$ cat src/rtl/multdiv_param.sv
// Iterative multiplier/divider: shift-add multiply and restoring divide on operand magnitudes,
// with sign correction and exception flagging applied on the final RUN cycle.
module multdiv_param #(
  parameter int unsigned WIDTH = 32
) (
  input  logic             clock,
  input  logic             reset,
  input  logic [WIDTH-1:0] data_operandA,
  input  logic [WIDTH-1:0] data_operandB,
  input  logic             ctrl_MULT,
  input  logic             ctrl_DIV,
  input  logic             ctrl_SIGNED,
  output logic [WIDTH-1:0] data_result,
  output logic [WIDTH-1:0] data_result_hi,
  output logic             data_exception,
  output logic             data_resultRDY,
  output logic             busy
);

  localparam int unsigned CW = $clog2(WIDTH + 1);
  localparam logic [WIDTH-1:0] MinNeg = {1'b1, {(WIDTH-1){1'b0}}};

  typedef enum logic [1:0] {StIdle, StRun, StDone} state_e;

  state_e           r_state, w_state_d;
  logic [CW-1:0]    r_cnt;
  logic             r_is_div, r_sgn, r_neg_q, r_neg_r, r_bad, r_dz, r_ovf;
  logic [WIDTH-1:0] r_b, r_hi, r_lo;
  logic [WIDTH-1:0] r_res, r_res_hi;
  logic             r_exc;

  logic             w_start, w_both, w_last, w_a_neg, w_b_neg;
  logic [WIDTH-1:0] w_mag_a, w_mag_b;
  logic [WIDTH:0]   w_sum, w_rem_sh;
  logic [WIDTH-1:0] w_diff;
  logic             w_ge;
  logic [2*WIDTH-1:0] w_prod_s;
  logic [WIDTH-1:0] w_fin_res, w_fin_hi;
  logic             w_fin_exc;

  assign w_start = ctrl_MULT | ctrl_DIV;
  assign w_both  = ctrl_MULT & ctrl_DIV;
  assign w_last  = (r_state == StRun) && (r_cnt == CW'(WIDTH));
  assign w_a_neg = ctrl_SIGNED & data_operandA[WIDTH-1];
  assign w_b_neg = ctrl_SIGNED & data_operandB[WIDTH-1];
  assign w_mag_a = w_a_neg ? -data_operandA : data_operandA;
  assign w_mag_b = w_b_neg ? -data_operandB : data_operandB;

  // Multiply step: conditionally add multiplicand into the high half, then shift right.
  assign w_sum = {1'b0, r_hi} + (r_lo[0] ? {1'b0, r_b} : {(WIDTH+1){1'b0}});
  // Divide step: partial remainder stays below the divisor, so a WIDTH-bit difference suffices.
  assign w_rem_sh = {r_hi, r_lo[WIDTH-1]};
  assign w_ge     = w_rem_sh >= {1'b0, r_b};
  assign w_diff   = w_rem_sh[WIDTH-1:0] - r_b;

  assign w_prod_s = r_neg_q ? -{r_hi, r_lo} : {r_hi, r_lo};

  always_comb begin
    w_fin_res = '0;
    w_fin_hi  = '0;
    w_fin_exc = 1'b0;
    if (r_bad) begin
      w_fin_exc = 1'b1;
    end else if (!r_is_div) begin
      w_fin_res = w_prod_s[WIDTH-1:0];
      w_fin_hi  = w_prod_s[2*WIDTH-1:WIDTH];
      w_fin_exc = r_sgn ? (w_prod_s[2*WIDTH-1:WIDTH] != {WIDTH{w_prod_s[WIDTH-1]}})
                        : (w_prod_s[2*WIDTH-1:WIDTH] != '0);
    end else if (r_dz) begin
      w_fin_exc = 1'b1;
    end else begin
      // Most-negative / -1 yields MinNeg naturally from the magnitude path.
      w_fin_res = r_neg_q ? -r_lo : r_lo;
      w_fin_hi  = r_neg_r ? -r_hi : r_hi;
      w_fin_exc = r_ovf;
    end
  end

  always_comb begin
    w_state_d = r_state;
    unique case (r_state)
      StIdle:  if (w_start) w_state_d = StRun;
      StRun:   if (w_start) w_state_d = StRun;
               else if (w_last) w_state_d = StDone;
      StDone:  w_state_d = w_start ? StRun : StIdle;
      default: w_state_d = StIdle;
    endcase
  end

  always_ff @(posedge clock or posedge reset) begin
    if (reset) r_state <= StIdle;
    else       r_state <= w_state_d;
  end

  always_ff @(posedge clock or posedge reset) begin
    if (reset) begin
      r_cnt    <= '0;
      r_is_div <= 1'b0;
      r_sgn    <= 1'b0;
      r_neg_q  <= 1'b0;
      r_neg_r  <= 1'b0;
      r_bad    <= 1'b0;
      r_dz     <= 1'b0;
      r_ovf    <= 1'b0;
      r_b      <= '0;
      r_hi     <= '0;
      r_lo     <= '0;
      r_res    <= '0;
      r_res_hi <= '0;
      r_exc    <= 1'b0;
    end else if (w_start) begin
      // Both strobes: skip iteration so the final cycle follows immediately.
      r_cnt    <= w_both ? CW'(WIDTH) : '0;
      r_bad    <= w_both;
      r_is_div <= ctrl_DIV;
      r_sgn    <= ctrl_SIGNED;
      r_neg_q  <= w_a_neg ^ w_b_neg;
      r_neg_r  <= w_a_neg;
      r_dz     <= (data_operandB == '0);
      r_ovf    <= ctrl_SIGNED && (data_operandA == MinNeg) && (data_operandB == '1);
      r_b      <= ctrl_DIV ? w_mag_b : w_mag_a;
      r_lo     <= ctrl_DIV ? w_mag_a : w_mag_b;
      r_hi     <= '0;
    end else if (r_state == StRun) begin
      if (w_last) begin
        r_res    <= w_fin_res;
        r_res_hi <= w_fin_hi;
        r_exc    <= w_fin_exc;
      end else begin
        r_cnt <= r_cnt + CW'(1);
        if (r_is_div) begin
          r_hi <= w_ge ? w_diff : w_rem_sh[WIDTH-1:0];
          r_lo <= {r_lo[WIDTH-2:0], w_ge};
        end else begin
          r_hi <= w_sum[WIDTH:1];
          r_lo <= {w_sum[0], r_lo[WIDTH-1:1]};
        end
      end
    end
  end

  assign data_result    = r_res;
  assign data_result_hi = r_res_hi;
  assign data_exception = r_exc;
  assign data_resultRDY = (r_state == StDone);
  assign busy           = (r_state == StRun);

endmodule
$ cat config.mk
export PLATFORM = sky130hd
export DESIGN_NAME = multdiv_param
export DESIGN_NICKNAME = d
export VERILOG_FILES = /design/src/rtl/multdiv_param.sv
export SDC_FILE = /design/constraint.sdc
export NUM_CORES = 1
export LEC_CHECK = 0
export ABC_AREA = 1
export BUFFER_PORTS_ARGS = -buffer_cell sky130_fd_sc_hd__buf_2
export CAP_MARGIN = 15
export CELL_PAD_IN_SITES_DETAIL_PLACEMENT = 1
export CELL_PAD_IN_SITES_GLOBAL_PLACEMENT = 2
export CORE_ASPECT_RATIO = 0.6
export CORE_MARGIN = 2
export CORE_UTILIZATION = 34
export CTS_BUF_LIST = sky130_fd_sc_hd__clkbuf_8
export CTS_CLUSTER_DIAMETER = 120
export DETAILED_ROUTE_END_ITERATION = 12
export PLACE_DENSITY = 0.81
export SYNTH_ARGS = -nofsm -noshare
export SYNTH_HDL_FRONTEND = slang
export SYNTH_SLANG_ARGS = --single-unit
$ cat constraint.sdc
create_clock -name clock -period 8.64 [get_ports clock]
set_input_delay 1.728 -clock clock [delete_from_list [all_inputs] [get_ports clock]]
set_output_delay 1.728 -clock clock [all_outputs]
set_load 0.03 [all_outputs]
==> results.txt, run 1 <==
Mapped Avg Cell Area = 6.265 sq um
Placed Instances = 3523
Sw Ratio = 0.5479
Total power = 3.938 mW
Met3 global-route usage = 0.1026
WL per Instance = 26.02 um
Worst r2r src = r_lo[0]
CTS tree = built
Clk pwr share = 0.155
Post-synth top flop = dfrtp_1
Status = finished clean
Register bit total from synthesis = 176
Most used routing layer = met1
Via Count = 20050
Proportion of layout cells with a drive suffix above 1 = 0.1063
Antenna cells = 0
PD cells = 207.2 nW/um^2
Buf/Inv on CP = 6
Upper clock frequency limit = 225.3 MHz
R2R Setup Slk = 4400 ps
Worst Hold Class = flop to flop
Net Switching = 2.157 mW
Crit path launch = ctrl_DIV
Reg2reg end = r_hi[29]
Hold-fix buffers, CTS = 0
Yosys warns = 0
CP required = 9080 ps
Mapped Nets = 2915
# IOs = 136
H-tree depth = 4
Initial Utilization = 0.3427
Final Util = 0.3749
Dpl hpwl = 75220 um
Synth Instances = 2773
Pins Over Slew Limit = 0
RSZ-0062 raised after global routing = no
# rows = 64
CP peak stage delay = 780 ps
Post-route insts no fill = 3554
Leak = 9.579 nW
Maximum vdd drop = 0.0001140 V
Setup bufs post-CTS = 0
Post-synth EDFFs = 0
P&R area growth vs syn = 9.399%
Worst slew pin tran = 1055 ps
Vias in the first global route = 19420
Worst path cell trace = buf_2 -> nor2_2 -> inv_2 -> buf_4 -> nor2_1 -> inv_1 -> nor2_2 -> nand2_1 -> a21oi_4 -> buf_4 -> inv_2 -> a21oi_1 -> o21ai_0 -> nand2_1
Initial DRC Count = 1944
Largest net degree at the start of global routing = 120
Die area = 52980 sq um
Comb pwr share = 0.523
Worst Path Arrival = 4880 ps
Clock Path Buffers = 2
1st-pass router iterations = 5
Critical Path End = data_result_hi[23]
Reg clk slew, reported paths = 120 ps
PortBufs = 135
Synth async-reset ratio = 1.000
CTS sink count = 176
Clk_lat worst skew = 550 ps
Remaining DRCs = 0
Fin crit period = 4439 ps
Placer Congestion = 0.9784
Post-Route WL = 92490 um
Max-Cap Viols = 0
Most frequent cells in the layout = 709 x nand2_1, 349 x inv_1, 302 x nor2_1
Int Pwr = 1.781 mW
Fillers = 6773
Synth unique cells = 64
Final ANT Viol Nets = 0
CTS resizes = 0
Critical Path Slowest Stage Cell = buf_2
Vias per cell = 5.641
Critical Path Start Type = input port
Met1 global-route usage = 0.5354
CP delay by family, top = buffers and inverters
Grt met2 use = 0.4751
Number of buffers created by CTS = 17
Crit Path Class = input port to flop
Worst R2R Path Depth = 19
Die height = 179.1 um
Core area = 50690 sq um
Gr ovfl total = 0
Initial antenna violation count = 4
Mapped Area = 17370 sq um
Sequential fraction of the synthesis area = 0.2535
Die width = 295.8 um
Nets = 2991
Clock Root Buffer = clkbuf_8
Rel. slew slack = 0.2967
Hold Fails Final Rpt = 0
Sequential share of power = 0.323
Final period utilization = 0.5138
Final setup viols = 0
Gr usage total = 0.3504
First-pass GRT wire length = 134000 um
Max Fanout on Critical Path = 51
TNS Setup = 0 ps
CP endpoint kind = flop
Commonest non-fill, non-tap cell in the layout = nand2_1
Setup Skew = 23.84 ps
Crit. path cell count = 14
registers in the layout, summed over array words and instances (netlist names), 2 cells and up:
register and count:
r_lo 32, r_cnt 6, data_result_hi 32, r_state 2, r_b 32, data_result 32, r_hi 32
cell families (layout without fill, tap and decap cells):
logic type | Yosys count | count (layout) | synth area share
XOR/XNOR | 89 | 89 | 0.04487
adder cells (fa/ha/maj) | 73 | 73 | 0.05344
AO/OA/AOI/OAI | 647 | 647 | 0.2143
flip-flops | 176 | 176 | 0.2535
AND/OR/NAND/NOR | 1323 | 1323 | 0.3287
buffers and inverters | 465 | 553 | 0.1051
per-layer routing:
layer	up-vias	wire length [um]
met4	0	1483
li1	9260	-
met3	71	8990
met2	756	35510
met5	-	0
met1	9961	46500
cell type report:
| type | count | area [sq um] | area share |
|---|---|---|---|
| tap | 693 | 867.1 | 0.04563 |
| inverter | 370 | 1406 | 0.07400 |
| multi-input combinational | 2132 | 11160 | 0.5872 |
| clock inverter | 14 | 125.1 | 0.006584 |
| clock buffer | 17 | 234.0 | 0.01231 |
| timing repair buffer | 152 | 803.3 | 0.04227 |
| sequential | 176 | 4409 | 0.2320 |
per-stage QoR:
stage	hold WS, ps	setup WS, ps	instance area (sq um)
final	488.6	4201	19000
after global routing	522.2	3915	19000
after CTS	487.3	4284	19000
after detailed placement	461.7	3703	18650
after global placement	459.8	3900	18650
after floorplan	442.6	2138	17370
synth_stat cells (4+ instances only):
cell	n	area (sq um)
nor2_4	5	56.30
a32o_1	9	90.09
nor4_1	10	62.56
o21ai_4	4	65.06
o2111ai_1	11	96.34
nand2_1	710	2665
o31ai_1	19	142.6
buf_4	4	30.03
nand4_1	55	344.1
o21ai_0	266	1331
o22ai_1	6	37.54
o21a_1	6	45.04
inv_2	14	52.55
o21ai_1	40	200.2
xor2_1	71	621.9
a21o_1	10	75.07
a31oi_1	8	50.05
inv_1	351	1318
buf_6	5	56.30
nor2_1	306	1149
xnor2_1	18	157.7
nand3_1	128	640.6
buf_1	7	26.28
clkbuf_1	64	240.2
a22o_1	4	35.03
a22oi_1	13	97.59
buf_2	15	75.07
dfrtp_1	176	4404
ha_1	71	888.4
nor3_2	4	40.04
or2_2	16	100.1
a21oi_1	190	950.9
a221oi_1	5	43.79
o21ai_2	4	35.03
nand2_4	8	90.09
nor3_1	24	120.1
nand2_2	22	137.6
nor2_2	17	106.4
o221ai_1	8	70.07
o211ai_1	27	202.7
power by group through the flow:
stage | Combinational, mW | Sequential, mW | Clock [mW]
6_report | 2.06 | 1.27 | 0.609
5_1_grt | 2.24 | 1.29 | 0.643
4_1_cts | 2.03 | 1.26 | 0.612
3_5_place_dp | 2.02 | 1.27 | 0
2_1_floorplan | 1.06 | 1.44 | 0
3_3_place_gp | 1.99 | 1.27 | 0
tightest hold or removal path, cell delays in order (launching register included):
cell and delay [ps]:
dfrtp_1 360, nand2_1 50, nand2_1 50
worst min path at each step:
stage	startpoint	endpoint	cells past startpoint
5_1_grt	data_result_hi[22]	data_result_hi[22]	2
3_5_place_dp	data_result[23]	data_result[23]	2
2_1_floorplan	r_state[1]	r_state[0]	1
4_1_cts	r_state[1]	r_state[0]	1
6_report	data_result[23]	data_result[23]	2
3_3_place_gp	data_result_hi[1]	data_result_hi[1]	2
No activity file was read; power rests on OpenSTA's default activity.
==> run 2, diff against run 1 <==
Settings changed: ABC_AREA 1 to 0, CORE_UTILIZATION 34 to 37.
Clock period 8.64 ns to 4.5 ns, I/O delays scaled along.
==> results.txt, run 2 <==
Status = finished clean
CP delay by family, top = simple AND/OR/NAND/NOR gates
Pins Over Slew Limit = 0 (unchanged)
Post-route cell area = 17610 sq um (-7.4%)
Post-synth top flop = dfrtp_1
Leak = 7.876 nW (-18%)
Upper clock frequency limit = 231.2 MHz
Clock Path Buffers = 2 (unchanged)
H-tree depth = 4 (unchanged)
Nets = 2223 (-26%)
Reg clk slew, reported paths = 140 ps (+20 ps)
Register bit total from synthesis = 176 (unchanged)
Largest net degree at the start of global routing = 98 (-18%)
Most common library cells after synthesis = 234 x nand2_1, 210 x o21ai_0, 176 x dfrtp_1, 155 x nor2_1, 129 x a21oi_1
TNS Setup = 0 ps (unchanged)
Mapped Avg Cell Area = 7.876 sq um (+26%)
Remaining DRCs = 0 (unchanged)
Worst Path Arrival = 4730 ps (-150 ps)
CTS sink count = 176 (unchanged)
Final period utilization = 0.9612
Initial DRC Count = 1649 (-15%)
Clk_lat worst skew = 550 ps (about the same)
Fillers = 5138 (-24%)
Initial Utilization = 0.3738 (+0.03112)
WL per Instance = 26.10 um (+0.29%)
Gr usage total = 0.3136 (-0.03676)
Proportion of layout cells with a drive suffix above 1 = 0.1490 (+0.04274)
1st-pass router iterations = 5 (unchanged)
Vias per cell = 6.198 (+9.9%)
Number of buffers created by CTS = 17 (unchanged)
Crit Path Class = flop to flop
Clock Root Buffer = clkbuf_8
Via Count = 16510 (-18%)
Total power = 6.544 mW (+66%)
Yosys warns = 0 (unchanged)
Count leader, synth = nand2_1
Max-Cap Viols = 0 (unchanged)
Final ANT Viol Nets = 0 (unchanged)
CTS tree = built
Initial antenna violation count = 2 (-2)
Synth unique cells = 78 (+22%)
Post-Route WL = 69520 um (-25%)
Placed Instances = 2630 (-25%)
Post-synth EDFFs = 0 (unchanged)
Mapped Area = 15630 sq um (-10%)
# IOs = 136 (unchanged)
Hold Fails Final Rpt = 0 (unchanged)
Worst path cell trace = buf_4 -> nor3_1 -> nand4b_1 -> nand2b_1 -> o31ai_1 -> xnor2_1 -> or4_1 -> nor3_1 -> nand2_1 -> o21ai_1 -> a211oi_1
Setup bufs post-CTS = 0 (unchanged)
P&R area growth vs syn = 12.67%
RSZ-0062 raised after global routing = no
Fin crit period = 4326 ps
Gr ovfl total = 0 (unchanged)
Commonest non-fill, non-tap cell in the layout = nand2_1
Most frequent CP cell = nor3_1
Post-route insts no fill = 2664 (-25%)
Post-Place Cell Area = 17120 sq um (-8.2%)
PortBufs = 135 (unchanged)
CP endpoint kind = flop
PD cells = 371.7 nW/um^2 (+79%)
Sequential fraction of the synthesis area = 0.2818 (+0.02832)
CTS resizes = 0 (unchanged)
Share of the synthesized area in the top cell type = 0.2818 (+0.02832)
Synth Instances = 1984 (-28%)
Core area = 41800 sq um (-18%)
First-pass GRT wire length = 103700 um (-23%)
Critical Path Slowest Stage Cell = nor3_1
Most frequent cells in the layout = 234 x nand2_1, 210 x o21ai_0, 174 x dfrtp_1
Placer Congestion = 0.9602 (-1.9%)
Largest cells by area after synthesis = dfrtp_1 28%, o21ai_0 6.7%, xor2_1 6.6%, ha_1 5.7%, nand2_1 5.6%
Max Fanout on Critical Path = 12 (-76%)
Leading area contributor after synthesis = dfrtp_1
Die width = 269.3 um (-9.0%)
Rel. slew slack = 0.2852 (-0.01148)
Setup Skew = 26.22 ps (+2.380 ps)
Buf/Inv on CP = 1 (-5)
Worst Hold Class = input port to asynchronous set/reset pin
Mapped Nets = 2126 (-27%)
Maximum vdd drop = 0.0002525 V (+120%)
Dpl hpwl = 53290 um (-29%)
CP peak stage delay = 730 ps (-50 ps)
Antenna cells = 0 (unchanged)
Die height = 163.2 um (-8.9%)
# rows = 58 (-9.4%)
Critical Path Start Type = flop
Hold-fix buffers, CTS = 0 (unchanged)
Vias in the first global route = 16300 (-16%)
Final setup viols = 0 (unchanged)
Die area = 43950 sq um (-17%)
Worst slew pin tran = 1062 ps (+7.415 ps)
CP required = 4910 ps (-4170 ps)
Synth async-reset ratio = 1.000 (unchanged)
[run 2: changes by cell type in the layout (fill, tap and decap cells not counted), sizes merged, moves of 64 or more]
cell and delta:
o21ai -98, nor2 -175, inv -300, nand2 -507, nand3 -101, a21oi -64
[run 2: power by group]
| group | internal, mW | switching, mW | total [mW] |
|---|---|---|---|
| Combinational | 1.02 | 2.04 | 3.06 |
| Clock | 0.495 | 0.835 | 1.33 |
| Sequential | 1.86 | 0.292 | 2.15 |
| Total | 3.38 | 3.17 | 6.54 |
[run 2: kinds of logic after synthesis]
group                    Yosys count  synth area share
XOR/XNOR                         195            0.1098
buffers and inverters            203           0.04972
flip-flops                       176            0.2818
adder cells (fa/ha/maj)           73           0.05941
multiplexers                      59           0.03931
AO/OA/AOI/OAI                    624            0.2581
AND/OR/NAND/NOR                  654            0.2018
[run 2: metrics by stage]
step | utilization | hold WS, ps | setup slack, ps
final | 0.4212 | 471.5 | 174.4
after global routing | 0.4212 | 496.7 | 81.90
after CTS | 0.4204 | 489.3 | 366.4
after detailed placement | 0.4095 | 468.5 | 394.8
after global placement | 0.4092 | 460.5 | 496.8
after floorplan | - | 436.7 | 1057
[run 2: worst paths after layout]
kind	cells after the start	slack, ps	from	end
worst max-delay path	11	170	r_hi[7]	data_exception
worst min-delay path	3	470	reset	data_result[14]
worst max register to register	11	170	r_hi[7]	data_exception
worst min register to register	2	490	data_result_hi[7]	data_result_hi[7]
max in group asynchronous	3	3460	reset	r_b[2]
min in group clock	2	490	data_result_hi[7]	data_result_hi[7]
[run 2: layer usage]
metal	global-route usage	share of wire	up-vias
met5	0	0	-
met4	0.06111	0.015	0
met3	0.1156	0.12	66
met2	0.4187	0.38	740
met1	0.4726	0.49	8355
li1	-	-	7350
[run 2: tightest hold or removal path: stages]
cell and delay (ps):
buf_2 110, clkinvlp_4 100, buf_12 390
[run 2: area by class of cell]
class                   count  area (sq um)  area share
clock buffers              17         234.0     0.01329
clock inverters            15         222.7     0.01265
inverters                  70         266.5     0.01514
multi-input cells        1605         10470      0.5946
flip-flops and latches    176          4409      0.2504
well taps                 570         713.2     0.04051
repair buffers            211          1292     0.07341
==> run 3, diff against run 2 <==
--- a/config.mk
+++ b/config.mk
@@ -13,9 +13,9 @@
 export CORE_ASPECT_RATIO = 0.6
 export CORE_MARGIN = 2
-export CORE_UTILIZATION = 37
+export CORE_UTILIZATION = 40
 export CTS_BUF_LIST = sky130_fd_sc_hd__clkbuf_8
 export CTS_CLUSTER_DIAMETER = 120
 export DETAILED_ROUTE_END_ITERATION = 12
-export PLACE_DENSITY = 0.81
+export PLACE_DENSITY = 0.86
 export SYNTH_ARGS = -nofsm -noshare
 export SYNTH_HDL_FRONTEND = slang
==> constraint.sdc (replaced) <==
create_clock -name clock -period 5.2 [get_ports clock]
set_input_delay 1.04 -clock clock [delete_from_list [all_inputs] [get_ports clock]]
set_output_delay 1.04 -clock clock [all_outputs]
set_load 0.02 [all_outputs]
==> results.txt, run 3 (synthesized netlist as in run 2, its figures left out) <==
Status = finished clean
Worst R2R Path Depth = 14 (+3)
First-pass GRT wire length = 103800 um (about the same)
CTS resizes = 0 (unchanged)
# IOs = 136 (unchanged)
Number of buffers created by CTS = 17 (unchanged)
Remaining DRCs = 0 (unchanged)
CP required = 5650 ps (+740 ps)
Worst Hold Class = flop to flop
CTS sink count = 176 (unchanged)
Clock Root Buffer = clkbuf_8
TNS Setup = 0 ps (unchanged)
Initial antenna violation count = 0 (-2)
Initial Utilization = 0.4026 (+0.02873)
Commonest non-fill, non-tap cell in the layout = nand2_1
Crit path launch = r_lo[0]
Worst path cell trace = inv_1 -> buf_4 -> nor2_1 -> ha_1 -> a211oi_1 -> nor2_1 -> o311ai_0 -> nand3_1 -> nand2_1 -> a31oi_1 -> a211o_1 -> nand2_1 -> or4b_2 -> a31oi_1
Vias per cell = 6.361 (+2.6%)
Dpl hpwl = 53280 um (about the same)
Worst Path Arrival = 4770 ps (+40 ps)
Die area = 40710 sq um (-7.4%)
WL per Instance = 26.75 um (+2.5%)
P&R area growth vs syn = 10.67%
Critical Path Slowest Stage Cell = o311ai_0
1st-pass router iterations = 5 (unchanged)
WHS = 489.6 ps (+18.14 ps)
Pins Over Slew Limit = 0 (unchanged)
Reg clk slew, reported paths = 130 ps (about the same)
Post-Place Cell Area = 16860 sq um (-1.5%)
Hold-fix buffers, CTS = 0 (unchanged)
PD cells = 315.9 nW/um^2 (-15%)
Post-Route WL = 69320 um (-0.29%)
Nets = 2197 (-1.2%)
Most frequent cells in the layout = 234 x nand2_1, 210 x o21ai_0, 174 x dfrtp_1
Setup bufs post-CTS = 0 (unchanged)
Fillers = 4759 (-7.4%)
CTS tree = built
Final period utilization = 0.8302 (-0.1310)
Final setup viols = 0 (unchanged)
Critical Path End = r_hi[26]
Maximum vdd drop = 0.0002319 V (-8.2%)
Upper clock frequency limit = 231.6 MHz (+0.20%)
Fin crit period = 4317 ps (-8.536 ps)
CP peak stage delay = 620 ps (-110 ps)
Rel. slew slack = 0.1742 (-0.1110)
Max-Cap Viols = 0 (unchanged)
Proportion of layout cells with a drive suffix above 1 = 0.1383 (-0.01070)
Crit Path Class = flop to flop
Post-route cell area = 17290 sq um (-1.8%)
Final Util = 0.4455 (+0.02431)
Reg2reg end = r_hi[26]
Initial DRC Count = 1935 (+17%)
Final ANT Viol Nets = 0 (unchanged)
Vias in the first global route = 16140 (-0.94%)
Placer Congestion = 0.9679 (+0.80%)
Hold Fails Final Rpt = 0 (unchanged)
Worst slew pin tran = 1234 ps (+171.7 ps)
Die height = 157.1 um (-3.7%)
Gr usage total = 0.3414 (+0.02777)
Total power = 5.463 mW (-17%)
R2R Setup Slk = 880 ps (+710 ps)
Critical Path Start Type = flop
Worst r2r src = r_lo[0]
Max Fanout on Critical Path = 31 (+19)
Largest net degree at the start of global routing = 82 (-16%)
Clk_lat worst skew = 540 ps (about the same)
Setup Skew = 21.71 ps (-4.516 ps)
RSZ-0062 raised after global routing = no
Via Count = 16490 (-0.15%)
Clock Path Buffers = 2 (unchanged)
H-tree depth = 4 (unchanged)
Core area = 38820 sq um (-7.1%)
# rows = 56 (-3.4%)
Gr ovfl total = 0 (unchanged)
Leak = 7.722 nW (-2.0%)
Die width = 259.2 um (-3.8%)
CP endpoint kind = flop
PortBufs = 135 (unchanged)
-- run 3: cell types whose count changed in the layout (fill, tap and decap cells not counted), sizes merged --
cell      previous run  this run
bufinv               1         0
clkinv               7         4
clkinvlp             1         2
diode                0         2
buf                211       185
inv                 76        79
-- run 3: how the worst min path moves through the flow --
stage | startpoint | cells past startpoint | endpoint
final | data_result[16] | 2 | data_result[16]
after global routing | data_result_hi[0] | 2 | data_result_hi[0]
after CTS | r_state[1] | 1 | r_state[0]
after detailed placement | data_result[16] | 2 | data_result[16]
after global placement | r_state[1] | 1 | r_state[0]
after floorplan | r_state[1] | 1 | r_state[0]
-- run 3: per-layer routing --
metal / track usage / vias to the layer above / wire length [um]
li1: - / 7318 / -
met1: 0.5348 / 8286 / 33840
met2: 0.4302 / 827 / 25360
met3: 0.1224 / 56 / 8904
met4: 0.07225 / 0 / 1222
met5: 0 / - / 0
-- run 3: final cells by class --
class	instances	area, sq um	share of cell area
Antenna cell	2	5.005	0.0002894
Clock buffer	17	234.0	0.01353
Clock inverter	15	192.7	0.01114
Inverter	70	266.5	0.01541
Multi-Input combinational cell	1605	10470	0.6054
Sequential cell	176	4409	0.2550
Tap cell	522	653.1	0.03777
Timing Repair Buffer	185	1064	0.06150
-- run 3: metrics by stage --
| stage | std cells | worst slack (ps) |
|---|---|---|
| 6_report | 2592 | 883.0 |
| 5_1_grt | 2590 | 767.0 |
| 4_1_cts | 2590 | 1030 |
| 3_5_place_dp | 2558 | 1061 |
| 3_3_place_gp | 2558 | 1109 |
| 2_1_floorplan | 1984 | 1757 |
-- run 3: critical path, delay by kind of cell, from the launching register on --
| kind | cells | cell delay, ps |
|---|---|---|
| fa+ha+maj | 1 | 260 |
| simple gates | 6 | 1230 |
| buf+inv | 2 | 610 |
| flops | 1 | 470 |
| compound gates | 5 | 1630 |
-- run 3: power breakdown --
group | internal (mW) | switching [mW] | total (mW)
Combinational | 0.848 | 1.64 | 2.49
Clock | 0.381 | 0.702 | 1.08
Sequential | 1.61 | 0.277 | 1.89
